## src/rtl/bcd_counter_scan.sv

```systemverilog
// Two-digit BCD up/down counter with wrap messages ("UP"/"L0") and a
// time-multiplexed scanner driving a shared 7-segment decoder input.
module bcd_counter_scan #(
  parameter int SCAN_W    = 16,
  parameter int MSG_TICKS = 4
) (
  input  logic       clk,
  input  logic       reset,
  input  logic       en,
  input  logic       up,
  input  logic       clear,
  output logic [3:0] bcd,
  output logic [1:0] digit_sel,
  output logic [3:0] tens,
  output logic [3:0] ones,
  output logic       msg_active
);

  typedef enum logic {
    ST_COUNT = 1'b0,
    ST_MSG   = 1'b1
  } state_t;

  typedef enum logic {
    KIND_UP = 1'b0,
    KIND_LO = 1'b1
  } kind_t;

  localparam logic [3:0]        MSG_LOAD  = 4'(MSG_TICKS);
  localparam logic [SCAN_W-1:0] SCAN_LAST = '1;
  localparam logic [3:0]        CODE_U    = 4'd10;
  localparam logic [3:0]        CODE_P    = 4'd11;
  localparam logic [3:0]        CODE_L    = 4'd12;

  state_t            state, state_next;
  kind_t             msg_kind, msg_kind_next;
  logic [3:0]        msg_timer, msg_timer_next;
  logic [3:0]        tens_next, ones_next;
  logic [SCAN_W-1:0] scan_cnt;
  logic [1:0]        sel_next;
  logic [3:0]        tens_code, ones_code, code_next;

  // Counter / message FSM: clear outranks en; counting resumes only on
  // the en after the one that retires the message.
  always_comb begin
    state_next     = state;
    msg_kind_next  = msg_kind;
    msg_timer_next = msg_timer;
    tens_next      = tens;
    ones_next      = ones;
    if (clear) begin
      state_next     = ST_COUNT;
      msg_kind_next  = KIND_UP;
      msg_timer_next = 4'd0;
      tens_next      = 4'd0;
      ones_next      = 4'd0;
    end else if (en) begin
      case (state)
        ST_COUNT: begin
          if (up) begin
            if (ones < 4'd9) begin
              ones_next = ones + 4'd1;
            end else if (tens < 4'd9) begin
              ones_next = 4'd0;
              tens_next = tens + 4'd1;
            end else begin
              ones_next      = 4'd0;
              tens_next      = 4'd0;
              state_next     = ST_MSG;
              msg_kind_next  = KIND_UP;
              msg_timer_next = MSG_LOAD;
            end
          end else begin
            if (ones > 4'd0) begin
              ones_next = ones - 4'd1;
            end else if (tens > 4'd0) begin
              ones_next = 4'd9;
              tens_next = tens - 4'd1;
            end else begin
              ones_next      = 4'd9;
              tens_next      = 4'd9;
              state_next     = ST_MSG;
              msg_kind_next  = KIND_LO;
              msg_timer_next = MSG_LOAD;
            end
          end
        end
        ST_MSG: begin
          msg_timer_next = msg_timer - 4'd1;
          // A zero timer is unreachable; leaving on it avoids a stuck message.
          if (msg_timer <= 4'd1) begin
            msg_timer_next = 4'd0;
            state_next     = ST_COUNT;
          end
        end
        default: state_next = ST_COUNT;
      endcase
    end
  end

  // Slot codes come from the current registers, so the display trails a
  // counter change by one clock.
  always_comb begin
    tens_code = tens;
    ones_code = ones;
    if (state == ST_MSG) begin
      if (msg_kind == KIND_UP) begin
        tens_code = CODE_U;
        ones_code = CODE_P;
      end else begin
        tens_code = CODE_L;
        ones_code = 4'd0;
      end
    end
  end

  // bcd is loaded for the slot that digit_sel will select after this edge.
  always_comb begin
    sel_next = digit_sel;
    if (scan_cnt == SCAN_LAST) begin
      sel_next = {digit_sel[0], digit_sel[1]};
    end
    code_next = (sel_next == 2'b10) ? tens_code : ones_code;
  end

  always_ff @(posedge clk) begin
    if (reset) begin
      state      <= ST_COUNT;
      msg_kind   <= KIND_UP;
      msg_timer  <= 4'd0;
      tens       <= 4'd0;
      ones       <= 4'd0;
      msg_active <= 1'b0;
      scan_cnt   <= '0;
      digit_sel  <= 2'b01;
      bcd        <= 4'd0;
    end else begin
      state      <= state_next;
      msg_kind   <= msg_kind_next;
      msg_timer  <= msg_timer_next;
      tens       <= tens_next;
      ones       <= ones_next;
      msg_active <= (state_next == ST_MSG);
      scan_cnt   <= scan_cnt + SCAN_W'(1);
      digit_sel  <= sel_next;
      bcd        <= code_next;
    end
  end

endmodule

```

## config.mk

```make
export PLATFORM = sky130hd
export DESIGN_NAME = bcd_counter_scan
export DESIGN_NICKNAME = d
export VERILOG_FILES = /design/src/rtl/bcd_counter_scan.sv
export SDC_FILE = /design/constraint.sdc
export NUM_CORES = 1
export LEC_CHECK = 0
export BUFFER_PORTS_ARGS = -buffer_cell sky130_fd_sc_hd__buf_2
export CORE_ASPECT_RATIO = 0.9
export CORE_UTILIZATION = 30
export DETAILED_ROUTE_END_ITERATION = 16
export GPL_ROUTABILITY_DRIVEN = 0
export GPL_TIMING_DRIVEN = 0
export PLACE_DENSITY = 0.47
export SYNTH_ARGS = -nofsm -noshare
export SYNTH_HDL_FRONTEND = slang
export SYNTH_SLANG_ARGS = --single-unit
```

## constraint.sdc

```tcl
create_clock -name clk -period 5.56 [get_ports clk]
set_input_delay 1.112 -clock clk [delete_from_list [all_inputs] [get_ports clk]]
set_output_delay 1.112 -clock clk [all_outputs]
set_load 0.005 [all_outputs]
```

==> impl_metrics.csv, run 1 <==
group,metric,value,unit
min_path,min_path_cells,1,
grt,antenna_found_initial,0,
critical_path,critical_path.top_delay_family,"multiplexers",
clock_network,clock_path_buffers,2,
route,drt_iter0_markers,66,
sta,hold_slack,0.480,ns
grt,grtUsageMet1,0.200,
critical_path,critical_path.startpoint,"scan_cnt[0]",
flow_run,drv_cap,0,
floorplan,core-area,6220,um^2
synthesis,synth_area_leader_cell,"dfxtp_1",
sta,finalClockSkew,0.0111,ns
floorplan,dieWidth,87.4,um
sta,setup_ws,3.03,ns
place,hpwl,3240,um
sta,finalHoldViolCount,0,
floorplan,ios,20,
floorplan,start_util,0.317,
clock_network,cts_root_buffer,"clkbuf_8",
synthesis,yosysSeqAreaShare,0.366,
synthesis,syn_avg_cell_area,8.57,um^2
route,ant_nets,0,
critical_path,endpoint,"bcd[3]",
layout,area_delta_synth_final,14.8,%
clock_network,cts_hold_buf,0,
critical_path,cpPeakStageDelay,0.64,ns
sta,setup_viol,0,
critical_path,cp-start-kind,"flip-flop",
grt,grtUsageTotal,0.136,
outcome,status,"finished clean",
sta,rsz0062_at_grt,"false",
layout,diodes,0,
sta,min_period,2.53,ns
sta,period_share,0.456,
grt,overflow,0,
floorplan,die_area,6900,um^2
synthesis,syn-cell-area,1970,um^2
grt,grt_pass1_vias,1457,
synthesis,synth_edf_count,0,
min_path,hold_path_class,"reg2reg",
critical_path,r2r-end,"bcd[3]",
critical_path,reg2reg_from,"scan_cnt[0]",
critical_path,critical_path_class,"reg2reg",
route,wire_per_inst,12.7,um
power,p_per_area,224,nW/um^2
power,p_leak,0.864,nW
critical_path,arrival,2.71,ns
critical_path,cp.buffers_inverters,0,
clock_network,post_cts_buffers,0,
synthesis,yosys.area.top_type_share,0.366,
synthesis,netlist_instances,230,
sta,slew_headroom,0.542,
critical_path,worstPathRequired,5.73,ns
route,drc,0,
route,vias_per_cell,4.72,
sta,fmax,0.395,GHz
synthesis,async_flop_share,0,
synthesis,yosys_warnings,0,
sta,tns,0,ns
critical_path,endpoint_kind,"flip-flop",
critical_path,slowest_stage,"mux2i_1",
floorplan,placementRows,27,
grt,grt_pass1_wl,7180,um
critical_path,worstPathCellList,"ha_1, nand3_2, nor4_4, mux2i_1, mux2_2, o21a_1",
grt,grt_util_met3,0.0353,
synthesis,syn_nets,244,
power,ir_drop,0.0773,mV
clock_network,cts_buffers,5,
clock_network,path_clk_slew,0.08,ns
clock_network,post_cts_resized,0,
place,pre_cts_slack,2.99,ns
route,firstDrtPassIters,4,
place,numPortBuffers,19,
route,via_count,1622,
clock_network,clock_sinks,36,
sta,worstMarginPinSlew,0.668,ns
critical_path,critPathMaxFanout,8,
synthesis,ys_top_cells_by_area,"dfxtp_1 37%, nor2_1 6.1%, ha_1 5.7%",
clock_network,cts_max_level,2,
grt,grt.met2_usage,0.189,
floorplan,die_h,78.9,um
clock_network,clock_latency,0.29,ns
synthesis,synthFlopType,"dfxtp_1",
grt,grt_max_degree,13,
grt,busiest_layer,"met1",
layout,layout-drive-gt1-share,0.187,
critical_path,crit_cells,6,
layout,nets,270,
sta,drv_slew,0,
clock_network,cts_tree,"done",
route,wl,4370,um
synthesis,synth_cell_type_count,51,
critical_path,ff2ff_path_depth,6,
critical_path,setup.reg_to_reg.worst_slack,3.03,ns
synthesis,ys_ff_latch,36,
-- through the flow --
step / instances / power, W / utilization / area (um^2)
floorplan: 230 / 0.000312 / - / 1970
global placement: 336 / 0.000331 / 0.350 / 2170
detailed placement: 336 / 0.000330 / 0.350 / 2170
CTS: 344 / 0.000519 / 0.364 / 2260
global route: 344 / 0.000539 / 0.364 / 2260
finish: 344 / 0.000507 / 0.364 / 2260
-- cells in the final DEF (no fill, tap or decap), types with 7 or more instances in the layout --
master and n:
a21oi_1 16, dfxtp_1 36, nand3_1 9, inv_1 11
nor2_1 32, buf_2 19, ha_1 9, clkbuf_8 8
xor2_1 7, o21ai_0 14, nand2_1 12
-- Yosys cell counts, drive strengths merged (4+ instances only) --
cell     n
nand4    7
or3      4
o21ai   14
a21oi   16
xnor2    5
dfxtp   36
xor2     7
a211oi   4
a311oi   4
inv     11
a31oi    4
nor2b    4
nor2    32
nand2b   6
nand2   12
clkbuf   7
nand3   10
ha       9
-- power breakdown --
| part | internal, W | switching (W) |
|---|---|---|
| registers | 0.000263 | 0.00000622 |
| clock network | 0.0000873 | 0.0000962 |
| logic | 0.0000228 | 0.0000317 |
| total | 0.000373 | 0.000134 |
-- final cells by class --
cell class | instances | area [um^2]
fillers | 693 | 3950
multi-input cells | 174 | 1140
flip-flops and latches | 36 | 721
well taps | 87 | 109
repair buffers | 19 | 95.1
clock buffers | 5 | 68.8
plain buffers | 9 | 68.8
inverters | 11 | 41.3
clock inverters | 3 | 18.8
-- state kept, by name, summed over array words and instances (netlist names) --
name / flops
ones: 4
bcd: 4
tens: 4
msg_timer: 4
msg_kind: 1
state: 1
digit_sel: 2
scan_cnt: 16
-- how the worst min path moves through the flow --
stage | from | endpoint | slack [ns]
2_1_floorplan | scan_cnt[0] | scan_cnt[0] | 0.43
3_3_place_gp | scan_cnt[0] | scan_cnt[0] | 0.45
3_5_place_dp | scan_cnt[0] | scan_cnt[0] | 0.46
4_1_cts | scan_cnt[0] | scan_cnt[0] | 0.48
5_1_grt | scan_cnt[0] | scan_cnt[0] | 0.52
6_report | scan_cnt[0] | scan_cnt[0] | 0.48
-- logic make-up after synthesis --
kind of cell    share of synthesized area
simple gates                        0.258
buf+inv                            0.0559
fa+ha+maj                          0.0571
xor+xnor                           0.0533
mux                                0.0273
flops                               0.366
compound gates                      0.182
-- per-layer routing --
metal | vias to the layer above | share of wire
met5 | - | 0
met4 | 0 | 0.014
met3 | 6 | 0.032
met2 | 21 | 0.40
met1 | 730 | 0.56
li1 | 865 | -
Power figures use the tool's default switching activity.
==> inputs of run 2 (changes only) <==
==> constraint.sdc (replaced) <==
create_clock -name clk -period 2.7 [get_ports clk]
set_input_delay 0.54 -clock clk [delete_from_list [all_inputs] [get_ports clk]]
set_output_delay 0.54 -clock clk [all_outputs]
set_load 0.005 [all_outputs]
==> run 2 against run 1 <==
- fmax up 5.7%
- first-iteration DRC count down 15%
- die area unchanged
- final area up 0.17%
- sequential power up 110%
- critical path depth unchanged
- cell count unchanged
- register-to-register slack worse by 2.7 ns
- non-clock buffer count unchanged
- sequential share of layout area down 0.053 points
- critical endpoint unchanged
- largest power group unchanged
==> impl_metrics.csv, run 2 (same netlist as run 1, synthesis figures left out) <==
group,metric,value,unit
floorplan,dieWidth,87.4,um
layout,fillerInstances,691,
grt,antenna_found_initial,0,
grt,grt_util_met3,0.0353,
power,p_leak,0.865,nW
min_path,hold_path_class,"reg2reg",
sta,setup_viol,0,
outcome,status,"finished clean",
grt,grtUsageTotal,0.136,
critical_path,arrival,2.57,ns
grt,grt_pass1_wl,7180,um
route,wl,4390,um
grt,grt_pass1_vias,1457,
sta,slew_headroom,0.614,
floorplan,die_h,78.9,um
sta,fmax,0.417,GHz
route,via_count,1621,
sta,worstMarginPinSlew,0.579,ns
clock_network,cts_root_buffer,"clkbuf_8",
floorplan,placementRows,27,
layout,layout-drive-gt1-share,0.191,
clock_network,cts_buffers,5,
critical_path,worstPathRequired,2.87,ns
layout,nets,270,
sta,drv_slew,0,
sta,finalHoldViolCount,0,
route,drt_iter0_markers,56,
layout,final_common_cell,"dfxtp_1",
critical_path,critical_path_class,"reg2reg",
layout,area_delta_synth_final,15.0,%
power,p_per_area,461,nW/um^2
flow_run,drv_cap,0,
floorplan,ios,20,
layout,fin_util,0.365,
layout,largest_register_ffs,16,
grt,grt.met2_usage,0.189,
route,ant_nets,0,
place,numPortBuffers,19,
critical_path,endpoint_kind,"flip-flop",
grt,busiest_layer,"met1",
critical_path,critPathMaxFanout,8,
route,wire_per_inst,12.8,um
place,hpwl,3240,um
layout,layout_common_cells,"36 x dfxtp_1, 32 x nor2_1, 19 x buf_2, 16 x a21oi_1, 14 x o21ai_0",
route,drc,0,
floorplan,die_area,6900,um^2
sta,min_period,2.40,ns
clock_network,cts_tree,"done",
power,ir_drop,0.159,mV
critical_path,cp-start-kind,"flip-flop",
sta,rsz0062_at_grt,"false",
route,vias_per_cell,4.71,
clock_network,path_clk_slew,0.08,ns
layout,diodes,0,
grt,grt_max_degree,13,
sta,tns,0,ns
floorplan,core-area,6220,um^2
grt,grtUsageMet1,0.200,
clock_network,clock_sinks,36,
sta,period_share,0.888,
clock_network,cts_max_level,2,
clock_network,clock_path_buffers,2,
sta,finalClockSkew,0.0114,ns
clock_network,clock_latency,0.29,ns
route,firstDrtPassIters,4,
layout,largest-register,"scan_cnt",
floorplan,start_util,0.317,
grt,overflow,0,
## run 2: cell counts in the layout (fill, tap and decap cells not counted)
No cell type changed its count.
## run 2: worst max-delay path, stage by stage (launching register included)
cell and delay [ns]:
dfxtp_1 0.37, ha_1 0.21, nand3_2 0.16, nor4_4 0.45
mux2i_2 0.50, mux2_2 0.39, o21a_1 0.18
## run 2: power breakdown
| part | internal [W] | switching [W] |
|---|---|---|
| clock network | 0.000180 | 0.000198 |
| logic | 0.0000469 | 0.0000654 |
| registers | 0.000542 | 0.0000128 |
| total | 0.000769 | 0.000276 |
## run 2: area by class of cell
cell class                 count  area [um^2]  share of cell area
timing repair buffer          19         95.1              0.0420
tap                           87          109              0.0480
buffer                         9         68.8              0.0304
inverter                      11         41.3              0.0182
clock inverter                 3         18.8             0.00828
sequential                    36          721               0.318
multi-input combinational    174         1140               0.505
clock buffer                   5         68.8              0.0304
## run 2: metrics by stage
step	worst slack, ns	cell area (um^2)	hold slack, ns	power, W	instances
3_5_place_dp	0.173	2170	0.461	0.000680	336
6_report	0.302	2270	0.480	0.00105	344
3_3_place_gp	0.176	2170	0.448	0.000682	336
5_1_grt	0.136	2270	0.517	0.00111	344
2_1_floorplan	0.544	1970	0.430	0.000643	230
4_1_cts	0.147	2260	0.480	0.00107	344
## run 2: path summary, 6_finish.rpt
kind               startpoint          end  slack (ns)  depth (start not counted)
setup reg to reg  scan_cnt[0]       bcd[3]        0.30                          6
hold reg to reg   scan_cnt[0]  scan_cnt[0]        0.48                          1
hold / removal    scan_cnt[0]  scan_cnt[0]        0.48                          1
setup / recovery  scan_cnt[0]       bcd[3]        0.30                          6
## run 2: routing by layer
metal / vias to the layer above / wire [um] / part of all wire
met5: - / 0 / 0
met4: 0 / 60 / 0.014
met3: 6 / 128 / 0.029
met2: 19 / 1740 / 0.40
met1: 730 / 2460 / 0.56
li1: 866 / - / -
## run 2: timing repair
| action | in CTS | in global routing |
|---|---|---|
| hold buffers | 0 | 0 |
| gates resized for setup | 0 | 1 |
| buffers inserted | 0 | 0 |
| endpoints found under the setup margin | 0 | 1 |
==> inputs of run 3 (changes only) <==
==> constraint.sdc (replaced) <==
create_clock -name clk -period 2.4 [get_ports clk]
set_input_delay 0.48 -clock clk [delete_from_list [all_inputs] [get_ports clk]]
set_output_delay 0.48 -clock clk [all_outputs]
set_load 0.005 [all_outputs]
==> run 3 against run 2 <==
- routed wire length is the same
- core utilization grew 0.14 points
- combinational power grew 13%
- register-to-register slack lost 0.12 ns
- final area grew 0.39%
- sequential power grew 12%
- die area is the same
- count of clock-buffer cells in the layout is the same
- cell count is the same
- largest power group unchanged
==> impl_metrics.csv, run 3 (same netlist as run 1, synthesis figures left out) <==
group,metric,value,unit
outcome,status,"finished clean",
sta,tns,0,ns
flow_run,drv_cap,0,
grt,antenna_found_initial,0,
clock_network,cts_root_buffer,"clkbuf_8",
clock_network,path_clk_slew,0.08,ns
power,ir_drop,0.179,mV
power,p_leak,0.867,nW
sta,rsz0062_at_grt,"false",
critical_path,critPathMaxFanout,8,
layout,layout_common_cells,"36 x dfxtp_1, 32 x nor2_1, 19 x buf_2, 16 x a21oi_1, 14 x o21ai_0",
layout,final_common_cell,"dfxtp_1",
critical_path,critical_path.top_delay_family,"multiplexers",
route,vias_per_cell,4.72,
route,wl,4390,um
critical_path,worstPathCellList,"ha_1, nand3_2, nor4_4, mux2i_4, mux2_2, o21a_1",
critical_path,endpoint_kind,"flip-flop",
layout,multiInputGateArea,1150,um^2
floorplan,die_area,6900,um^2
clock_network,cts_max_level,2,
clock_network,cts_hold_buf,0,
layout,area_delta_synth_final,15.4,%
layout,nets,270,
critical_path,cp.buffers_inverters,0,
floorplan,core-area,6220,um^2
critical_path,cp-start-kind,"flip-flop",
grt,grt_pass1_wl,7180,um
place,hpwl,3240,um
critical_path,cpPeakStageDelay,0.42,ns
clock_network,clock_path_buffers,2,
route,wire_per_inst,12.8,um
place,numPortBuffers,19,
layout,fillerInstances,691,
sta,finalClockSkew,0.0113,ns
sta,min_period,2.22,ns
route,firstDrtPassIters,4,
route,drt_iter0_markers,59,
sta,setup_viol,0,
grt,grtUsageTotal,0.136,
sta,period_share,0.924,
grt,grt_max_degree,13,
route,drc,0,
critical_path,reg2reg_from,"scan_cnt[0]",
critical_path,arrival,2.39,ns
critical_path,critical_path_class,"reg2reg",
sta,fmax,0.451,GHz
clock_network,clock_sinks,36,
place,pre_cts_slack,-0.127,ns
layout,largest_register_ffs,16,
floorplan,dieWidth,87.4,um
sta,worstMarginPinSlew,0.579,ns
grt,grt_pass1_vias,1457,
route,via_count,1624,
critical_path,worstPathRequired,2.57,ns
clock_network,clock_latency,0.29,ns
layout,diodes,0,
route,ant_nets,0,
clock_network,cts_tree,"done",
floorplan,die_h,78.9,um
sta,finalHoldViolCount,0,
floorplan,placementRows,27,
layout,largest-register,"scan_cnt",
layout,layout-drive-gt1-share,0.191,
power,total_power,0.00118,W
clock_network,cts_buffers,5,
power,p_per_area,517,nW/um^2
min_path,hold_path_class,"reg2reg",
sta,setup_ws,0.183,ns
floorplan,start_util,0.317,
floorplan,ios,20,
critical_path,slowest_stage,"mux2i_4",
critical_path,critical_path.startpoint,"scan_cnt[0]",
layout,regArea,721,um^2
min_path,min_from,"scan_cnt[0]",
grt,overflow,0,
sta,drv_slew,0,
sta,slew_headroom,0.614,
run 3: changes by cell type in the layout (fill, tap and decap cells not counted):
cell	change
mux2i_2	-1
mux2i_4	+1
run 3: path summary, 6_finish.rpt:
check | to | slack [ns] | cells after the start
hold / removal | scan_cnt[0] | 0.48 | 1
setup / recovery | bcd[3] | 0.18 | 6
hold reg to reg | scan_cnt[0] | 0.48 | 1
setup reg to reg | bcd[3] | 0.18 | 6
run 3: area by class of cell:
cell class | instances | share of cell area
plain buffers | 9 | 0.0303
clock buffers | 5 | 0.0303
clock inverters | 3 | 0.00825
inverters | 11 | 0.0182
multi-input cells | 174 | 0.507
flip-flops and latches | 36 | 0.317
well taps | 87 | 0.0479
repair buffers | 19 | 0.0418
run 3: where the power goes:
group / internal, W / total (W) / switching [W]
sequential: 0.000610 / 0.000624 / 0.0000144
clock: 0.000202 / 0.000424 / 0.000222
combinational: 0.0000528 / 0.000126 / 0.0000736
total: 0.000865 / 0.00118 / 0.000310
run 3: through the flow:
step                      hold WS (ns)   util  instance area (um^2)  cells
after CTS                        0.480  0.366                  2270    344
final                            0.480  0.366                  2270    344
after floorplan                  0.430      -                  1970    230
after detailed placement         0.461  0.350                  2170    336
after global routing             0.517  0.366                  2270    344
after global placement           0.448  0.350                  2170    336
run 3: what timing repair did:
| item | 4_1_cts | 5_1_grt |
|---|---|---|
| endpoints found under the setup margin | 1 | 1 |
| setup buffers | 0 | 0 |
| cloned | 0 | 0 |
| resized for setup | 2 | 0 |
| pin swaps | 0 | 1 |
run 3: per-layer routing:
| layer | up-vias | global-route usage | wire, um |
|---|---|---|---|
| met2 | 19 | 0.189 | 1730 |
| met3 | 6 | 0.0353 | 136 |
| met5 | - | 0 | 0 |
| met4 | 0 | 0.0443 | 58 |
| li1 | 866 | - | - |
| met1 | 733 | 0.200 | 2460 |
